--- config.mk ---
export PLATFORM = sky130hd
export DESIGN_NAME = decode_ctrl_flat
export DESIGN_NICKNAME = d
export VERILOG_FILES = /design/src/rtl/decode_ctrl_if.sv /design/src/rtl/decode_ctrl.sv /design/src/flat_wrapper.sv
export SDC_FILE = /design/constraint.sdc
export NUM_CORES = 1
export LEC_CHECK = 0
export ABC_AREA = 1
export BUFFER_PORTS_ARGS = -buffer_cell sky130_fd_sc_hd__clkbuf_2
export CORE_AREA = 2 2 138 140
export CTS_BUF_LIST = sky130_fd_sc_hd__clkbuf_4
export DETAILED_ROUTE_END_ITERATION = 6
export DIE_AREA = 0 0 140 142
export GPL_TIMING_DRIVEN = 0
export PLACE_DENSITY = 0.63
export SYNTH_ARGS = -nofsm -noshare
export SYNTH_HDL_FRONTEND = slang
export SYNTH_SLANG_ARGS = --single-unit
--- constraint.sdc ---
create_clock -name clk -period 3.4 [get_ports clk]
set_clock_uncertainty 0.1 [all_clocks]
set_input_delay 0.68 -clock clk [delete_from_list [all_inputs] [get_ports clk]]
set_output_delay 0.68 -clock clk [all_outputs]
set_load 0.02 [all_outputs]
--- src/rtl/decode_ctrl_if.sv ---
// Bundled stream/decoder/RAM signals around the decode sequencer.
// master = sequencer side, slave = upstream source, decoder and poly RAM.
interface decode_ctrl_if #(
   parameter int W          = 64,
   parameter int COEFF_W    = 23,
   parameter int OUTPUT_W   = 4,
   parameter int POLY_IDX_W = 3
);
   logic [W-1:0]                  src_data;
   logic                          src_valid;
   logic                          src_ready;
   logic                          dec_rst;
   logic [2:0]                    dec_sec_lvl;
   logic [2:0]                    dec_mode;
   logic [W-1:0]                  dec_di;
   logic                          dec_valid_i;
   logic                          dec_ready_i;
   logic [OUTPUT_W*COEFF_W-1:0]   dec_samples;
   logic                          dec_valid_o;
   logic                          dec_ready_o;
   logic                          wr_en;
   logic [POLY_IDX_W+5:0]         wr_addr;
   logic [OUTPUT_W*COEFF_W-1:0]   wr_data;
   logic                          wr_ready;

   modport master (
      input  src_data, src_valid, dec_ready_i, dec_samples, dec_valid_o, wr_ready,
      output src_ready, dec_rst, dec_sec_lvl, dec_mode, dec_di, dec_valid_i,
             dec_ready_o, wr_en, wr_addr, wr_data
   );

   modport slave (
      output src_data, src_valid, dec_ready_i, dec_samples, dec_valid_o, wr_ready,
      input  src_ready, dec_rst, dec_sec_lvl, dec_mode, dec_di, dec_valid_i,
             dec_ready_o, wr_en, wr_addr, wr_data
   );
endinterface

--- src/rtl/decode_ctrl.sv ---
// Command sequencer for the unpack/decode datapath: meters packed words into
// the decoder and streams 4-coefficient beats to poly RAM at sequential addresses.
module decode_ctrl (
   input  logic         clk,
   input  logic         rst_n,
   input  logic         start,
   input  logic [2:0]   sec_lvl,
   input  logic [2:0]   encode_mode,
   input  logic [3:0]   num_poly,
   input  logic         abort,
   output logic         busy,
   output logic         done,
   output logic         err,
   decode_ctrl_if.master bus
);
   typedef enum logic [2:0] {
      S_IDLE, S_CLR, S_SETUP, S_RUN, S_DONE, S_ERR, S_CLR_ABORT
   } state_t;

   state_t       state, state_nx;
   logic [2:0]   sec_q, mode_q;
   logic [3:0]   npoly_q;
   logic [4:0]   lvl;
   logic [10:0]  words_total;
   logic [9:0]   words_left;
   logic [5:0]   beat;
   logic [2:0]   poly_idx;
   logic         dec_rst_q;
   logic         illegal, in_xfer, last_wr;
   logic         src_ready, dec_valid_i, dec_ready_o, wr_en;

   // Bits per coefficient; unsupported security levels make every mode illegal.
   always_comb begin
      lvl = '0;
      if (sec_q == 3'd2 || sec_q == 3'd3 || sec_q == 3'd5) begin
         case (mode_q)
            3'd0:       lvl = 5'd13;
            3'd1:       lvl = 5'd10;
            3'd2, 3'd3: lvl = (sec_q == 3'd3) ? 5'd4 : 5'd3;
            3'd4:       lvl = (sec_q == 3'd2) ? 5'd6 : 5'd4;
            3'd5:       lvl = (sec_q == 3'd2) ? 5'd18 : 5'd20;
            default:    lvl = '0;
         endcase
      end
   end

   assign words_total = ({7'd0, npoly_q} * {6'd0, lvl}) << 2;
   // More than 8 polynomials cannot be addressed by the 3-bit index, so never start it.
   assign illegal     = (lvl == 5'd0) || (npoly_q > 4'd8);

   always_comb begin
      state_nx    = state;
      src_ready   = 1'b0;
      dec_valid_i = 1'b0;
      dec_ready_o = 1'b0;
      wr_en       = 1'b0;
      in_xfer     = 1'b0;
      last_wr     = 1'b0;
      case (state)
         S_IDLE:  if (start) state_nx = S_CLR;
         S_CLR: begin
            if (abort)                 state_nx = S_CLR_ABORT;
            else if (illegal)          state_nx = S_ERR;
            else if (npoly_q == 4'd0)  state_nx = S_DONE;
            else                       state_nx = S_SETUP;
         end
         S_SETUP: state_nx = abort ? S_CLR_ABORT : S_RUN;
         S_RUN: begin
            if (words_left != 10'd0) begin
               dec_valid_i = bus.src_valid;
               src_ready   = bus.dec_ready_i;
            end
            in_xfer     = dec_valid_i & src_ready;
            dec_ready_o = bus.wr_ready;
            wr_en       = bus.dec_valid_o & bus.wr_ready;
            last_wr     = wr_en && (beat == 6'd63) && ({1'b0, poly_idx} == npoly_q - 4'd1);
            if (abort)        state_nx = S_CLR_ABORT;
            else if (last_wr) state_nx = S_DONE;
         end
         S_DONE, S_ERR, S_CLR_ABORT: state_nx = S_IDLE;
         default: state_nx = S_IDLE;
      endcase
   end

   always_ff @(posedge clk or negedge rst_n) begin
      if (!rst_n) begin
         state      <= S_IDLE;
         dec_rst_q  <= 1'b1;
         sec_q      <= '0;
         mode_q     <= '0;
         npoly_q    <= '0;
         words_left <= '0;
         beat       <= '0;
         poly_idx   <= '0;
      end else begin
         state     <= state_nx;
         dec_rst_q <= (state_nx == S_CLR) || (state_nx == S_CLR_ABORT);
         if (state == S_IDLE && start) begin
            sec_q   <= sec_lvl;
            mode_q  <= encode_mode;
            npoly_q <= num_poly;
         end
         case (state)
            S_CLR: begin
               words_left <= words_total[9:0];
               beat       <= '0;
               poly_idx   <= '0;
            end
            S_SETUP: ;
            S_RUN: begin
               if (in_xfer) words_left <= words_left - 10'd1;
               if (wr_en)   {poly_idx, beat} <= {poly_idx, beat} + 9'd1;
            end
            default: begin
               words_left <= '0;
               beat       <= '0;
               poly_idx   <= '0;
            end
         endcase
      end
   end

   assign busy            = (state != S_IDLE);
   assign done            = (state == S_DONE);
   assign err             = (state == S_ERR);
   assign bus.dec_rst     = dec_rst_q;
   assign bus.dec_sec_lvl = sec_q;
   assign bus.dec_mode    = mode_q;
   assign bus.dec_di      = bus.src_data;
   assign bus.src_ready   = src_ready;
   assign bus.dec_valid_i = dec_valid_i;
   assign bus.dec_ready_o = dec_ready_o;
   assign bus.wr_en       = wr_en;
   assign bus.wr_addr     = {poly_idx, beat};
   assign bus.wr_data     = bus.dec_samples;
endmodule

--- src/flat_wrapper.sv ---
// flat-port wrapper written by rule: the top's interface ports become plain ports
module decode_ctrl_flat 
  (clk, rst_n, start, sec_lvl, encode_mode, num_poly, abort, busy, done, err, bus_src_data, bus_src_valid, bus_dec_ready_i, bus_dec_samples, bus_dec_valid_o, bus_wr_ready, bus_src_ready, bus_dec_rst, bus_dec_sec_lvl, bus_dec_mode, bus_dec_di, bus_dec_valid_i, bus_dec_ready_o, bus_wr_en, bus_wr_addr, bus_wr_data);
  decode_ctrl_if bus_i ();
  input  logic clk;
  input  logic rst_n;
  input  logic start;
  input  logic [2:0] sec_lvl;
  input  logic [2:0] encode_mode;
  input  logic [3:0] num_poly;
  input  logic abort;
  output logic busy;
  output logic done;
  output logic err;
  input wire logic [$bits(bus_i.src_data)-1:0] bus_src_data;
  input wire logic [$bits(bus_i.src_valid)-1:0] bus_src_valid;
  input wire logic [$bits(bus_i.dec_ready_i)-1:0] bus_dec_ready_i;
  input wire logic [$bits(bus_i.dec_samples)-1:0] bus_dec_samples;
  input wire logic [$bits(bus_i.dec_valid_o)-1:0] bus_dec_valid_o;
  input wire logic [$bits(bus_i.wr_ready)-1:0] bus_wr_ready;
  output wire logic [$bits(bus_i.src_ready)-1:0] bus_src_ready;
  output wire logic [$bits(bus_i.dec_rst)-1:0] bus_dec_rst;
  output wire logic [$bits(bus_i.dec_sec_lvl)-1:0] bus_dec_sec_lvl;
  output wire logic [$bits(bus_i.dec_mode)-1:0] bus_dec_mode;
  output wire logic [$bits(bus_i.dec_di)-1:0] bus_dec_di;
  output wire logic [$bits(bus_i.dec_valid_i)-1:0] bus_dec_valid_i;
  output wire logic [$bits(bus_i.dec_ready_o)-1:0] bus_dec_ready_o;
  output wire logic [$bits(bus_i.wr_en)-1:0] bus_wr_en;
  output wire logic [$bits(bus_i.wr_addr)-1:0] bus_wr_addr;
  output wire logic [$bits(bus_i.wr_data)-1:0] bus_wr_data;
  assign bus_i.src_data = bus_src_data;
  assign bus_i.src_valid = bus_src_valid;
  assign bus_i.dec_ready_i = bus_dec_ready_i;
  assign bus_i.dec_samples = bus_dec_samples;
  assign bus_i.dec_valid_o = bus_dec_valid_o;
  assign bus_i.wr_ready = bus_wr_ready;
  assign bus_src_ready = bus_i.src_ready;
  assign bus_dec_rst = bus_i.dec_rst;
  assign bus_dec_sec_lvl = bus_i.dec_sec_lvl;
  assign bus_dec_mode = bus_i.dec_mode;
  assign bus_dec_di = bus_i.dec_di;
  assign bus_dec_valid_i = bus_i.dec_valid_i;
  assign bus_dec_ready_o = bus_i.dec_ready_o;
  assign bus_wr_en = bus_i.wr_en;
  assign bus_wr_addr = bus_i.wr_addr;
  assign bus_wr_data = bus_i.wr_data;
  decode_ctrl u_core (.clk(clk), .rst_n(rst_n), .start(start), .sec_lvl(sec_lvl), .encode_mode(encode_mode), .num_poly(num_poly), .abort(abort), .busy(busy), .done(done), .err(err), .bus(bus_i));
endmodule
==> impl_metrics.json, run 1 <==
{
  "final.setup.tns_ps": -121,
  "finalHoldViolations": 0,
  "filler_cell_count": 2021,
  "fin_crit_ps": 3520,
  "diodes": 0,
  "cts_buffer_depth": 2,
  "via_per_inst": 3.92,
  "cts-root-buf": "clkbuf_4",
  "cp.arrival_ps": 3680,
  "first_iter_violations": 225,
  "wl_mm": 10.7,
  "yosysUniqueCellTypes": 32,
  "start_util_pct": 20.2,
  "finalCritPeriodShare_pct": 104,
  "rows": 50,
  "worstPathMaxFanout": 3,
  "grt_pass1_vias": 3315,
  "fin_area_um2": 5260,
  "firstDrtPassIters": 7,
  "utilization_pct": 28.5,
  "cts.sinks": 33,
  "power.leakage_uw": 0.00308,
  "core_um2": 18500,
  "clk-insertion-delay-late_ps": 340,
  "slew_viol_final": 0,
  "critPathCaptureType": "flop",
  "grt_antenna_before_repair": 0,
  "cp.required_ps": 3550,
  "fp.dieH_um": 142,
  "track_usage_pct": 9.36,
  "ys_warn_count": 0,
  "antenna_left": 0,
  "synth_nets": 721,
  "vdd_ir_drop_max_mv": 0.215,
  "syn_to_final_growth_pct": 40.9,
  "rsz0062_at_grt": "true",
  "hpwl_mm": 8.82,
  "avgRoutedWirePerCell_um": 10.9,
  "failed_checks": "DRC, setup timing",
  "drc": 25,
  "io_buffers": 196,
  "h-tree-depth": 2,
  "cts-buffers-inserted": 5,
  "drive_gt1_share_pct": 57.1,
  "fmax_ghz": 0.284,
  "die_area_um2": 19900,
  "power_density_nw_per_um2": 530,
  "syn_inst": 527,
  "vias": 3826,
  "cts_tree": "done",
  "multi_input_area_um2": 1610,
  "final_cell_mix": "clkbuf_2 (196), buf_4 (167), nand2_1 (86)",
  "syn_area_um2": 3730,
  "placed_area_um2": 5000,
  "grt_max_degree": 34,
  "die_x_um": 140,
  "seqCellArea_um2": 830,
  "grt_overflow_total": 0,
  "timing.final.ws_setup_ps": -121,
  "tightest_slew_ps": 902,
  "setup_viol": 1,
  "clkTransAtPathRegs_ps": 130,
  "slew_headroom_pct": 39.9,
  "place.gp.congestion": 0.808,
  "outcome": "finished with violations",
  "final_common_cell": "clkbuf_2",
  "hold_path.class": "in -> async",
  "yosysSeqAreaShare_pct": 22.2,
  "setup.worst_path.start_class": "flop",
  "ys_ff_latch": 33,
  "path_class": "reg -> reg",
  "io_pins": 353,
  "reg2reg_depth": 19,
  "syn_area_per_cell_um2": 7.08,
  "fin_nets": 934,
  "maxCapViolations": 0,
  "grt_pass1_wl_mm": 15.4
}
==> cells in the mapped netlist <==
master       n  area share (%)
a21oi_1     25             3.4
a22oi_1      1            0.20
a2bb2oi_1    1            0.23
buf_2        5            0.67
buf_4      156              31
buf_6        1            0.30
dfrtp_1     32              21
dfstp_2      1            0.70
fa_1         6             3.2
ha_1        14             4.7
inv_1       52             5.2
inv_2        2            0.20
mux2_2       1            0.30
nand2_1     94             9.5
nand2_2      1            0.17
nand2_4      2            0.60
nand3_1     36             4.8
nand3_2      1            0.27
nand4_1      2            0.34
nor2_1      54             5.4
nor2_2       3            0.50
nor3_1       8             1.1
nor3_2       3            0.81
nor3b_1      1            0.20
nor4_1       1            0.17
o211ai_4     1            0.57
o21a_1       1            0.20
o21ai_0     17             2.3
o21bai_1     1            0.20
o2bb2ai_1    1            0.23
o31ai_1      1            0.20
xor2_1       2            0.47
==> worst paths after layout <==
check	startpoint	endpoint	slack, ps
max	u_core.bus.dec_sec_lvl[2]$_DFFE_PN0P_	u_core.words_left[8]$_DFFE_PN0P_	-120
min	rst_n	u_core.beat[5]$_DFFE_PN0P_	350
max reg2reg	u_core.bus.dec_sec_lvl[2]$_DFFE_PN0P_	u_core.words_left[8]$_DFFE_PN0P_	-120
min reg2reg	u_core.words_left[2]$_DFFE_PN0P_	u_core.words_left[2]$_DFFE_PN0P_	420
max in group asynchronous	rst_n	u_core.bus.dec_mode[2]$_DFFE_PN0P_	2230
min in group clk	u_core.words_left[2]$_DFFE_PN0P_	u_core.words_left[2]$_DFFE_PN0P_	420
==> final cells by class <==
class,instances,area share (%)
plain buffers,161,22.9
multi-input cells,278,30.6
well taps,234,5.57
clock buffers,5,0.714
inverters,54,3.86
clock inverters,3,0.333
flip-flops and latches,33,15.8
repair buffers,207,20.2
==> sequential cells by signal, summed over array words and instances, names as in the netlist <==
register	count
u_core.words_left	10
u_core.beat	6
u_core.npoly_q	4
u_core.bus.dec_mode	3
u_core.bus.dec_sec_lvl	3
u_core.poly_idx	3
u_core.state	3
u_core.bus.dec_rst	1
==> per-stage QoR <==
step / worst slack (ps) / hold slack (ps) / power, µW / std cells
floorplan: 33.9 / 284 / 1910 / 527
global placement: -190 / 392 / 2340 / 957
detailed placement: -217 / 399 / 2360 / 957
CTS: 20.6 / 368 / 2680 / 968
global route: -253 / 369 / 3050 / 975
finish: -121 / 347 / 2790 / 975
==> critical path, stage by stage (launching register included) <==
cell	delay, ps
dfrtp_1	400
inv_2	80
nand3_2	80
nor3_2	220
a21oi_2	50
nand2_1	80
nand2_2	70
inv_2	60
nand2_1	60
fa_1	490
inv_2	40
fa_1	530
fa_2	390
nand2_2	90
nand2_2	60
a21oi_2	160
xor2_1	240
o2bb2ai_1	110
nand2_1	70
nand2_1	50
==> report_power, final <==
part | switching, µW | internal [µW]
logic | 1150 | 727
registers | 157 | 522
clock network | 152 | 78.1
==> metal layers <==
layer	vias to the layer above	routed length (µm)	track usage (%)
met5	-	0	0
met3	11	854	1.58
met2	201	5810	18.9
met1	1693	3870	10.1
li1	1921	-	-
met4	0	114	2.18
==> cells by family (layout without fill, tap and decap cells) <==
family / Yosys count / after routing / share of synthesized area, %
AO/OA/AOI/OAI: 49 / 49 / 7.48
XOR/XNOR: 2 / 2 / 0.470
adder cells (fa/ha/maj): 20 / 20 / 7.92
buffers and inverters: 216 / 430 / 37.8
flip-flops: 33 / 33 / 22.2
multiplexers: 1 / 1 / 0.302
AND/OR/NAND/NOR: 206 / 206 / 23.9
==> timing repair <==
item                                    CTS  global route
resized for setup                        13            25
endpoints found under the setup margin    3             3
pin swaps                                 5            21
hold endpoints to repair                  0             0
hold buffers                              0             0
buffers inserted                          3             8
Power figures use the tool's default switching activity.
==> run 2, diff against run 1 <==
- ABC_AREA: 1 -> unset
==> impl_metrics.json, run 2 <==
{
  "yosysMostFrequentCell": "buf_4",
  "finalCritPeriodShare_pct": 106,
  "synth_top_family_by_area": "buffers and inverters",
  "synth_fa_ha_area_share_pct": 8.13,
  "io_pins": 353,
  "yosysUniqueCellTypes": 51,
  "fin_crit_ps": 3600,
  "io_buffers": 196,
  "dp_slack_ps": -386,
  "cts.sinks": 33,
  "swShare_pct": 47.6,
  "path_class": "reg -> reg",
  "via_per_inst": 3.98,
  "p_clk_share_pct": 11.3,
  "holdBufCountCts": 0,
  "finalHoldViolations": 0,
  "final_cell_mix": "clkbuf_2 (196), buf_4 (166), dfrtp_1 (28)",
  "ys_ff_latch": 33,
  "worstPathMaxFanout": 7,
  "clk-insertion-delay-late_ps": 360,
  "grt_overflow_total": 0,
  "netlist.area_leader.share_pct": 32.2,
  "vdd_ir_drop_max_mv": 0.370,
  "seqPwrFrac_pct": 23.3,
  "power.leakage_uw": 0.00280,
  "syn_area_um2": 3630,
  "wl_mm": 10.6,
  "grt_antenna_before_repair": 0,
  "setup.worst_path.start_class": "flop",
  "final_common_cell": "clkbuf_2",
  "vias": 3514,
  "die_x_um": 140,
  "cts-buffers-inserted": 5,
  "grt_pass1_wl_mm": 15.3,
  "critPathCaptureType": "flop",
  "fin_area_um2": 5200,
  "synth.area.top_cells": "buf_4 (32%), dfrtp_1 (22%), ha_1 (4.8%), fa_1 (3.3%), o21ai_0 (2.9%)",
  "synth_edf_count": 0,
  "p_sw_uw": 1340,
  "avgRoutedWirePerCell_um": 12.0,
  "track_usage_pct": 9.47,
  "setup_viol": 4,
  "syn_to_final_growth_pct": 43.3,
  "fmax_ghz": 0.278,
  "outcome": "finished with violations",
  "cts_tree": "done",
  "h-tree-depth": 2,
  "failed_checks": "DRC, setup timing",
  "slew_viol_final": 0,
  "core_um2": 18500,
  "synth_common_cells": "buf_4 (156), dfrtp_1 (32), nor2_1 (27), nand2_1 (24), o21ai_0 (21)",
  "start_util_pct": 19.7,
  "ys_warn_count": 0,
  "utilization_pct": 28.2,
  "synth_mux_area_share_pct": 2.72,
  "synthSimpleGateAreaFrac_pct": 15.9,
  "r2r-start": "u_core.bus.dec_sec_lvl[2]$_DFFE_PN0P_",
  "drive_gt1_share_pct": 63.6,
  "die_area_um2": 19900,
  "synth-main-ff-cell": "dfrtp_1",
  "fp.dieH_um": 142,
  "cp.required_ps": 3580,
  "yosysSeqAreaShare_pct": 22.8,
  "filler_cell_count": 1999,
  "syn_area_per_cell_um2": 8.35,
  "cts-root-buf": "clkbuf_4",
  "intPower_uw": 1480,
  "slew_headroom_pct": 40.9,
  "startpoint": "u_core.bus.dec_sec_lvl[2]$_DFFE_PN0P_",
  "power_density_nw_per_um2": 542,
  "largest_registers": "u_core.words_left x10, u_core.beat x6, u_core.npoly_q x4",
  "synth_compound_area_share_pct": 11.1,
  "cp.arrival_ps": 3780,
  "reg2reg_depth": 14,
  "grt_pass1_vias": 3130,
  "syn_inst": 435,
  "antenna_left": 0,
  "largest_reg_flops": 10,
  "worst-r2r-setup-slack_ps": -200,
  "cts_buffer_depth": 2,
  "rsz0062_at_grt": "true",
  "firstDrtPassIters": 6,
  "rr_endpoint": "u_core.words_left[9]$_DFFE_PN0P_",
  "hpwl_mm": 8.85,
  "synth_nets": 629,
  "diodes": 0,
  "fin_nets": 841,
  "drc": 25,
  "timing.final.ws_setup_ps": -201,
  "placed_area_um2": 4950,
  "regMostFlops": "u_core.words_left",
  "clkTransAtPathRegs_ps": 130,
  "synth-async-reset-ratio_pct": 100,
  "pwr-share-comb_pct": 65.5,
  "rows": 50,
  "place.gp.congestion": 0.814,
  "maxCapViolations": 0,
  "grt_max_degree": 34,
  "power_uw": 2820,
  "synth_top_cell_by_area": "buf_4",
  "hold_path.class": "in -> async",
  "synth-xor-area-share_pct": 4.34,
  "tightest_slew_ps": 887,
  "first_iter_violations": 126
}
-- run 2: changes by cell type in the layout (fill, tap and decap cells not counted), moves of 6 or more --
cell / before / now
nand2_1: 86 / 22
inv_1: 46 / 13
nand3_1: 33 / 5
nor2_1: 50 / 27
and2_1: 0 / 13
a21oi_1: 23 / 13
xnor2_1: 0 / 9
clkbuf_1: 0 / 8
inv_2: 8 / 1
and3_1: 0 / 6
mux2_2: 1 / 7
nand2_2: 9 / 3
xor2_1: 2 / 8
-- run 2: kinds of logic after synthesis --
family	Yosys count
xor gates and xnor gates	18
muxes	9
and+or+nand+nor	110
AOI/OAI and AO/OA	63
adders and majority gates	20
buffers and inverters	182
DFF	33
-- run 2: power groups by stage --
stage               Sequential [µW]  Clock [µW]  Combinational (µW)
floorplan                       658           0                1190
global placement                641           0                1640
detailed placement              644           0                1650
CTS                             643         324                1810
global route                    681         335                2030
finish                          657         318                1850
-- run 2: critical path: stages (launching register included) --
cell and delay, ps:
dfrtp_2 490, nor3b_4 260, o21ai_4 100, a21oi_2 170
a21o_1 140, nand2_2 70, fa_1 530, inv_2 40
fa_2 570, ha_4 220, a211oi_2 240, o21bai_1 90
a21oi_1 180, xnor2_1 190, o2bb2ai_1 160
-- run 2: how the worst max path moves through the flow --
stage | to | slack, ps | cells past startpoint
2_1_floorplan | u_core.words_left[9]$_DFFE_PN0P_ | 5 | 15
3_5_place_dp | u_core.words_left[9]$_DFFE_PN0P_ | -390 | 13
6_report | u_core.words_left[9]$_DFFE_PN0P_ | -200 | 14
4_1_cts | u_core.words_left[8]$_DFFE_PN0P_ | -90 | 14
3_3_place_gp | u_core.words_left[9]$_DFFE_PN0P_ | -370 | 13
5_1_grt | u_core.words_left[9]$_DFFE_PN0P_ | -350 | 14
-- run 2: area by class of cell --
cell class | count | area (µm²) | share of cell area [%]
Buffer | 166 | 1210 | 23.3
Clock buffer | 5 | 37.5 | 0.721
Clock inverter | 3 | 46.3 | 0.889
Inverter | 14 | 52.6 | 1.01
Multi-Input combinational cell | 220 | 1670 | 32.0
Sequential cell | 33 | 832 | 16.0
Tap cell | 234 | 293 | 5.63
Timing Repair Buffer | 207 | 1070 | 20.5
-- run 2: metrics by stage --
step	TNS, ps	hold slack (ps)	std cells
after global routing	-1160	391	882
after floorplan	0	284	435
after detailed placement	-1050	416	865
final	-401	323	882
after CTS	-170	332	880
after global placement	-976	419	865
-- run 2: layer usage --
layer,track usage (%),up-vias,wire [µm]
met5,0,-,0
met4,2.34,0,164
met3,1.82,14,927
met2,18.7,193,5790
met1,10.4,1583,3730
li1,-,1724,-
-- run 2: what timing repair did --
item / CTS / global route
setup buffers: 9 / 3
resized for setup: 18 / 8
pin swaps: 17 / 13
endpoints found under the setup margin: 5 / 5
==> run 3, diff against run 2 <==
- CELL_PAD_IN_SITES_DETAIL_PLACEMENT: unset -> 0
- CELL_PAD_IN_SITES_GLOBAL_PLACEMENT: unset -> 1
- CORE_AREA: 2 2 138 140 -> 2 2 136 138
- DIE_AREA: 0 0 140 142 -> 0 0 138 140
- PLACE_DENSITY: 0.63 -> 0.86
==> impl_metrics.json, run 3 (synthesis gave the netlist of run 2 again) <==
{
  "core_um2": 17800,
  "crit_chain": "and3b_2 > o21ai_4 > a21oi_2 > a21o_1 > nand2_2 > fa_1 > inv_2 > fa_2 > fa_2 > a21o_1 > a21oi_2 > xnor2_2 > a22oi_1 > o21ai_1",
  "finalHoldViolations": 0,
  "io_buffers": 196,
  "fmax_ghz": 0.277,
  "fin_nets": 850,
  "diodes": 0,
  "fin_crit_ps": 3610,
  "syn_to_final_growth_pct": 45.9,
  "h-tree-depth": 2,
  "tightest_slew_ps": 884,
  "drive_gt1_share_pct": 64.8,
  "cp_slowest_stage_delay_ps": 510,
  "maxCapViolations": 0,
  "intPower_uw": 1590,
  "regMostFlops": "u_core.words_left",
  "grt_overflow_total": 0,
  "cp.arrival_ps": 3750,
  "cts-buffers-inserted": 5,
  "path_class": "reg -> reg",
  "setup_viol": 4,
  "die_x_um": 138,
  "slew_headroom_pct": 41.1,
  "critPathBufInv": 1,
  "grt_pass1_wl_mm": 16.7,
  "crit_family": "adder cells",
  "drc": 0,
  "power_density_nw_per_um2": 562,
  "slew_viol_final": 0,
  "p_sw_uw": 1380,
  "pwr-share-comb_pct": 66.9,
  "holdBufCountCts": 0,
  "grt_pass1_vias": 3253,
  "cts.sinks": 33,
  "start_util_pct": 20.4,
  "track_usage_pct": 10.5,
  "die_area_um2": 19300,
  "worstPathMaxFanout": 8,
  "clkTransAtPathRegs_ps": 110,
  "hold_path.class": "in -> async",
  "via_per_inst": 4.05,
  "cts_tree": "done",
  "power_uw": 2980,
  "rsz0062_at_grt": "true",
  "final_cell_mix": "clkbuf_2 (196), buf_4 (174), dfrtp_1 (28)",
  "hpwl_mm": 9.23,
  "cts-root-buf": "clkbuf_4",
  "fp.dieH_um": 140,
  "power.leakage_uw": 0.00286,
  "swShare_pct": 46.5,
  "final_common_cell": "clkbuf_2",
  "path_depth": 14,
  "rows": 49,
  "place.gp.congestion": 0.829,
  "seqPwrFrac_pct": 22.7,
  "grt_antenna_before_repair": 1,
  "outcome": "finished with violations",
  "timing.final.ws_setup_ps": -207,
  "crit_slowest_cell": "dfrtp_2",
  "antenna_left": 0,
  "filler_cell_count": 1893,
  "finalCritPeriodShare_pct": 106,
  "cts_buffer_depth": 2,
  "avgRoutedWirePerCell_um": 12.8,
  "grt_max_degree": 34,
  "reg2reg_depth": 14,
  "vias": 3587,
  "clk-insertion-delay-late_ps": 350,
  "wl_mm": 11.3,
  "p_clk_share_pct": 10.4,
  "largest_reg_flops": 10,
  "largest_registers": "u_core.words_left x10, u_core.beat x6, u_core.npoly_q x4",
  "io_pins": 353,
  "firstDrtPassIters": 4,
  "critPathCaptureType": "flop",
  "failed_checks": "setup timing",
  "setup.worst_path.start_class": "flop",
  "vdd_ir_drop_max_mv": 0.340,
  "hold-worst-slack_ps": 332,
  "first_iter_violations": 193,
  "cp.required_ps": 3550
}
[run 3: final cells by class]
type | count | area [µm²] | area share [%]
clock buffers | 6 | 45.0 | 0.850
well taps | 229 | 287 | 5.41
clock inverters | 2 | 33.8 | 0.638
multi-input cells | 220 | 1690 | 31.9
inverters | 14 | 52.6 | 0.992
flip-flops and latches | 33 | 832 | 15.7
plain buffers | 166 | 1210 | 22.9
repair buffers | 216 | 1150 | 21.7
[run 3: metrics by stage]
stage / worst slack [ps] / utilization [%] / TNS (ps) / instance area (µm²) / instances
finish: -207 / 29.8 / -573 / 5300 / 886
global route: -318 / 29.8 / -1090 / 5300 / 886
CTS: -150 / 29.0 / -283 / 5150 / 876
detailed placement: -335 / 27.8 / -937 / 4940 / 860
global placement: -316 / 27.8 / -762 / 4940 / 860
floorplan: 4.58 / - / 0 / 3680 / 435
[run 3: what timing repair did]
item	CTS	global route
setup buffers	10	10
resized for setup	19	14
endpoints found under the setup margin	5	5
pin swaps	18	25
[run 3: path summary, 6_finish.rpt]
kind,startpoint,endpoint,slack (ps)
worst max-delay path,u_core.bus.dec_sec_lvl[2]$_DFFE_PN0P_,u_core.words_left[8]$_DFFE_PN0P_,-210
worst min-delay path,rst_n,u_core.beat[2]$_DFFE_PN0P_,330
worst max register to register,u_core.bus.dec_sec_lvl[2]$_DFFE_PN0P_,u_core.words_left[8]$_DFFE_PN0P_,-210
worst min register to register,u_core.words_left[4]$_DFFE_PN0P_,u_core.words_left[4]$_DFFE_PN0P_,460
max in group asynchronous,rst_n,u_core.bus.dec_sec_lvl[0]$_DFFE_PN0P_,2270
min in group clk,num_poly[1],u_core.npoly_q[1]$_DFFE_PN0P_,430
[run 3: per-layer routing]
metal | routed length, µm | share of wire (%) | global-route usage [%]
met1 | 4050 | 36 | 11.4
met3 | 839 | 7.4 | 2.12
met4 | 167 | 1.5 | 2.90
met5 | 0 | 0 | 0
met2 | 6240 | 55 | 20.4
[run 3: power by group through the flow]
| stage | Combinational, µW | Clock [µW] | Sequential [µW] |
|---|---|---|---|
| after global placement | 1640 | 0 | 635 |
| after global routing | 2180 | 333 | 695 |
| after detailed placement | 1650 | 0 | 642 |
| final | 1990 | 310 | 676 |
| after CTS | 1790 | 317 | 668 |
| after floorplan | 1190 | 0 | 658 |
